$ cat config.mk
export PLATFORM = sky130hd
export DESIGN_NAME = bcd_updown_counter_n
export DESIGN_NICKNAME = d
export VERILOG_FILES = /design/src/rtl/bcd_updown_counter_n.sv
export SDC_FILE = /design/constraint.sdc
export NUM_CORES = 1
export LEC_CHECK = 0
export BUFFER_PORTS_ARGS = -buffer_cell sky130_fd_sc_hd__buf_2
export CORE_UTILIZATION = 49
export CTS_BUF_LIST = sky130_fd_sc_hd__clkbuf_16
export CTS_CLUSTER_SIZE = 25
export DETAILED_ROUTE_END_ITERATION = 10
export HOLD_SLACK_MARGIN = 0.06
export PLACE_DENSITY = 0.76
export SLEW_MARGIN = 40
export SYNTH_ARGS = -nofsm -noshare
export SYNTH_HDL_FRONTEND = slang
export SYNTH_SLANG_ARGS = --single-unit
export TNS_END_PERCENT = 30
$ cat constraint.sdc
create_clock -name clk -period 2 [get_ports clk]
set_input_delay 0.2 -clock clk [delete_from_list [all_inputs] [get_ports clk]]
set_output_delay 0.2 -clock clk [all_outputs]
set_load 0.02 [all_outputs]
$ cat src/rtl/bcd_updown_counter_n.sv
// Multi-decade BCD up/down counter with enable, validated parallel load,
// wrap/saturate bounds and registered terminal-count / load-error pulses.
module bcd_updown_counter_n #(
   parameter int DIGITS = 4
) (
   input  logic                clk,
   input  logic                reset,
   input  logic                en,
   input  logic                up_down,
   input  logic                load,
   input  logic [4*DIGITS-1:0] load_val,
   input  logic                sat_mode,
   output logic [4*DIGITS-1:0] count,
   output logic                tc,
   output logic                load_err
);

   localparam int W = 4*DIGITS;

   logic [W-1:0] up_val;
   logic [W-1:0] dn_val;
   logic         at_max;
   logic         at_min;
   logic         load_ok;

   // Ripple the decade carry/borrow: at_max/at_min hold "all lower digits are 9/0"
   // while walking upward, and end up flagging the full-count bounds.
   always_comb begin
      up_val  = count;
      dn_val  = count;
      at_max  = 1'b1;
      at_min  = 1'b1;
      load_ok = 1'b1;
      for (int i = 0; i < DIGITS; i++) begin
         if (load_val[4*i +: 4] > 4'd9)
            load_ok = 1'b0;
         if (at_max)
            up_val[4*i +: 4] = (count[4*i +: 4] == 4'd9) ? 4'd0 : count[4*i +: 4] + 4'd1;
         if (at_min)
            dn_val[4*i +: 4] = (count[4*i +: 4] == 4'd0) ? 4'd9 : count[4*i +: 4] - 4'd1;
         if (count[4*i +: 4] != 4'd9)
            at_max = 1'b0;
         if (count[4*i +: 4] != 4'd0)
            at_min = 1'b0;
      end
   end

   always_ff @(posedge clk) begin
      if (reset) begin
         count    <= '0;
         tc       <= 1'b0;
         load_err <= 1'b0;
      end else if (load) begin
         tc <= 1'b0;
         if (load_ok) begin
            count    <= load_val;
            load_err <= 1'b0;
         end else begin
            load_err <= 1'b1;
         end
      end else if (en) begin
         load_err <= 1'b0;
         if (up_down) begin
            tc <= at_max;
            if (!(at_max && sat_mode))
               count <= up_val;
         end else begin
            tc <= at_min;
            if (!(at_min && sat_mode))
               count <= dn_val;
         end
      end else begin
         tc       <= 1'b0;
         load_err <= 1'b0;
      end
   end

endmodule

; ---- Word level (Yosys, flattened, before mapping)
; Cells that the tools add are included.
; Widths: inputs -> output; s select.
[word_totals]
in_bits = 22
elab_cells = 88
out_inout_bits = 18
ff_bits = 18
[op_classes]
bitwise_logic = 2
order_cmp = 4
reduce_logical = 19
add_sub_neg = 8
muxes = 34
eq_ne = 15
[ops]
columns = operator, n
row1 = $mux 16, 6
row2 = $mux 4, 14
row3 = $reduce_and 6->1, 3
row4 = $add 4x1->4 const B, 4
row5 = $eq 4x4->1 const B, 4
row6 = $gt 4x4->1 const B, 4
row7 = $logic_not 4->1, 4
row8 = $ne 4x4->1 const B, 4
row9 = $reduce_bool 4->1, 4
row10 = $sub 4x1->4 const B, 4
row11 = $mux 1, 14
row12 = $ne 3x3->1 const B, 4
row13 = $ne 3x1->1 const B, 2
row14 = $reduce_bool 3->1, 2
row15 = $reduce_and 4->1, 1
row16 = $reduce_or 3->1, 1
row17 = $logic_and 1x1->1, 2
row18 = $ne 2x1->1 const B, 1
row19 = $not 1->1, 2
row20 = $reduce_bool 2->1, 1
row21 = $reduce_or 2->1, 1

; ---- Longest topological paths before layout
[depth]
depth_word = 10
depth_mapped = 8
depth_no_buf = 5

; ---- Least setup slack after synthesis
; Ideal clock, no wire load.
[synth_path]
path_kind = register -> register
startpoint = reg count[2]
endpoint = reg count[9]
period_less_slack_ps = 2345
t_required_ps = 1877
path_buffers = 1
setup_time_ps = 123
t_arrival_ps = 2222
stages_incl_launch_ff = 7
path_slack_ps = -345
path_cell_list = dfxtp_1 > buf_4 > or4_4 > or4_4 > o22ai_4 > or4b_4 > mux2_1
[synth_between]
elab_chain_len = 8
[synth_lines]
columns = element, line_no
row1 = start: declaration, 13  ; output logic [4*DIGITS-1:0] count,
row2 = start signal: assignment, 56  ; count <= load_val;
row3 = start signal: assignment, 66  ; count <= up_val;
row4 = start signal: assignment, 70  ; count <= dn_val;
row5 = $ne 4x4->1 / $reduce_bool 4->1 (equally long branches), "41, 43"
row6 = $mux 1 (on tied branches) (4 in a row), "41, 43"
row7 = $logic_and 1x1->1 (on tied branches), "65, 69"
row8 = $ne 3x3->1 (no source line), -
row9 = $reduce_and 6->1 (no source line) (*), -
; Mark *: on every way between the ends. The rest lies on a longest branch, timed or not.
; A chain may end at the register's enable or synchronous reset.

; ---- Final worst setup path
[layout_path]
startpoint = reg count[4]
endpoint = reg count[9]
[layout_between]
elab_chain_len = 7
[layout_lines]
columns = element, line_no
row1 = $ne 4x4->1 / $reduce_bool 4->1 (equally long branches), "41, 43"
row2 = $mux 1 (on tied branches) (3 in a row), "41, 43"
row3 = $logic_and 1x1->1 (on tied branches), "65, 69"
row4 = $ne 3x3->1 (no source line), -
row5 = $reduce_and 6->1 (no source line) (*), -
; Marked as above.

==> impl_metrics.ini <==
[status]
run_status = finished, violations left
violations = negative setup slack

[layout]
n_fill_cell = 292
synthToLayoutAreaGrowth_pct = 30.45
final_nets = 322
finalNonFillerCells = 345
fin_area_um2 = 2359
postLayoutCoreUtil = 0.6852
diodes = 0
drive_gt1_frac = 0.3746

[yosys]
synth_area_um2 = 1808
synth_seq_cells = 18
syn_area_per_cell_um2 = 7.502
yosysSeqAreaShare = 0.1993
synth.yosys.warnings = 0
async_reset_ff_frac = 0
synth_cells = 241
synthFlopType = dfxtp_1
ys_types = 66
synth_nets = 263
synth_edf_count = 0
yosys.area.top_type_share = 0.1993
yosys.area.top_type = dfxtp_1
synthTopCellsByArea = dfxtp_1, nand2_1, o21ai_0

[drt]
postRouteAntennaNets = 0
drc = 0
routed_wl_um = 5318
drt-pass1-iter-count = 7
vias_per_cell = 6.087
drtIter0Drc = 226
dr_total_vias = 2100
routedWlPerCell_um = 15.41

[timing]
setup-tns-final_ps = -2943
worstMarginPinSlew_ps = 492.8
clock_skew_ps = 4.777
slew_viol_final = 0
rsz0062_at_grt = true
hold_slack_ps = 252.6
clock.fmax_mhz = 436.3
finalSetupViolations = 17
hold_violations = 0
setup_slack_ps = -291.9
period_share = 1.146
max_slew_margin = 0.6685
min_period_ps = 2292

[worst_setup_path]
worst_ep_required_time_ps = 2140
startpoint_type = register
crit_fanout = 5
endpoint_kind = register
cp.arrival_ps = 2430
worstSetupPathType = reg -> reg

[global_routing]
gr-total-overflow = 0
grtUsageTotal = 0.2858
grt_max_degree = 18
grt_first_pass_wirelength_um = 9039
antenna_found_initial = 0
grt_pass1_vias = 2050

[die]
start_util = 0.5253
io_pins = 40
die-height_um = 62.75
die-area_um2 = 3937
core_um2 = 3442
dieWidth_um = 62.75
rows = 21

[min_path]
min_path_type = in -> reg

[power]
power_density_nw_per_um2 = 560.7
power.total_mw = 1.322
p_leak_nw = 1.020
ir_drop_mv = 0.4197

[place]
io_buffers = 39
placed_area_um2 = 2250
post-place-ws_ps = -253.6
gp_congestion = 0.8833
dpl.hpwl_um = 3847
dp_cells = 340

[clocking]
cts-root-buf = clkbuf_16
clk_path_buf_depth = 2
clk_pin_slew_ps = 60
cts.sinks = 18
clkLatencyLatePin_ps = 250
htree_levels = 1
numCtsBuffers = 3
cts_tree = yes

[job]
cap_violations = 0
## cell type report
cell class / count / area (um2) / share of cell area
clock buffer: 3 / 75.07 / 0.03183
sequential: 18 / 367.9 / 0.1560
clock inverter: 1 / 3.754 / 0.001592
tap: 46 / 57.56 / 0.02440
multi-input combinational: 186 / 1295 / 0.5491
timing repair buffer: 82 / 525.5 / 0.2228
inverter: 9 / 33.78 / 0.01432
## layer usage
metal / global-route usage / up-vias / wire (um) / part of all wire
met4: 0.1250 / 0 / 117 / 0.022
met5: 0 / - / 0 / 0
li1: - / 1021 / - / -
met2: 0.4973 / 85 / 2579 / 0.48
met1: 0.3356 / 981 / 2298 / 0.43
met3: 0.05839 / 13 / 323 / 0.061
## power by group
part,switching [mW],leakage (nW),internal [mW]
Clock,0.140,0.0385,0.266
Sequential,0.0141,0.149,0.382
Combinational,0.280,0.832,0.241
## sequential cells by signal, indices dropped and copies added (netlist names)
| name | count |
|---|---|
| count | 16 |
| load_err | 1 |
| tc | 1 |
## timing repair
action	4_1_cts	5_1_grt
gates resized for setup	4	3
pin swaps	0	3
setup endpoints to repair	17	17
buffers inserted	1	0
gates cloned	0	0
hold buffers	0	0
## synthesized netlist by cell type (4+ instances only)
| cell type | instances |
|---|---|
| a211o_1 | 4 |
| a21oi_1 | 14 |
| and2_1 | 4 |
| buf_2 | 7 |
| clkbuf_1 | 17 |
| dfxtp_1 | 18 |
| inv_1 | 8 |
| mux2i_1 | 7 |
| nand2_1 | 23 |
| nand2b_1 | 4 |
| nand3_1 | 6 |
| nor2_1 | 12 |
| nor2b_1 | 4 |
| nor3_1 | 5 |
| nor4_1 | 5 |
| o211ai_1 | 8 |
| o21ai_0 | 17 |
| or4_1 | 6 |
## worst max-delay path: stages, from the launching register on
cell and delay, ps:
dfxtp_2 320, or4_4 570, or4_4 560, o22ai_4 240, or4b_4 200, mux2_4 290
## cells in the final DEF, fill, tap and decap left out, drive strengths merged, types with 2 or more instances in the layout
| cell type | netlist | layout |
|---|---|---|
| buf | 11 | 82 |
| nand2 | 23 | 23 |
| dfxtp | 18 | 18 |
| o21ai | 17 | 17 |
| a21oi | 14 | 14 |
| nor2 | 13 | 13 |
| or4 | 9 | 9 |
| inv | 8 | 8 |
| o211ai | 8 | 8 |
| mux2i | 7 | 7 |
| nand3 | 6 | 6 |
| nor3 | 5 | 5 |
| nor4 | 5 | 5 |
| nand2b | 4 | 4 |
| a211o | 4 | 4 |
| nor2b | 4 | 4 |
| and2 | 4 | 4 |
| or4b | 4 | 4 |
| o41ai | 4 | 4 |
| xnor2 | 3 | 3 |
| a21boi | 3 | 3 |
| or2 | 3 | 3 |
| clkbuf | 17 | 3 |
| o32ai | 3 | 3 |
| clkinv | 1 | 2 |
| nand4bb | 2 | 2 |
| and3 | 2 | 2 |
| or4bb | 2 | 2 |
| o31ai | 2 | 2 |
| nand3b | 2 | 2 |
| o2111ai | 2 | 2 |
| nand4b | 2 | 2 |
| a2111oi | 2 | 2 |
| a221oi | 2 | 2 |
| o22ai | 2 | 2 |
| a211oi | 2 | 2 |
## kinds of logic (layout without fill, tap and decap cells)
logic type | Yosys count | count (layout) | synth area share
AOI/OAI and AO/OA | 78 | 78 | 0.3218
xor gates and xnor gates | 4 | 4 | 0.01938
buffers and inverters | 37 | 95 | 0.09411
and+or+nand+nor | 96 | 96 | 0.3204
muxes | 8 | 8 | 0.04498
DFF | 18 | 18 | 0.1993
## worst paths after layout
kind | start | end | slack, ps | depth (start not counted)
hold / removal | load_val[15] | count[15] | 250 | 3
setup reg to reg | count[4] | count[9] | -290 | 5
hold reg to reg | count[10] | count[10] | 510 | 2
setup / recovery | count[4] | count[9] | -290 | 5
Power figures use the tool's default switching activity.
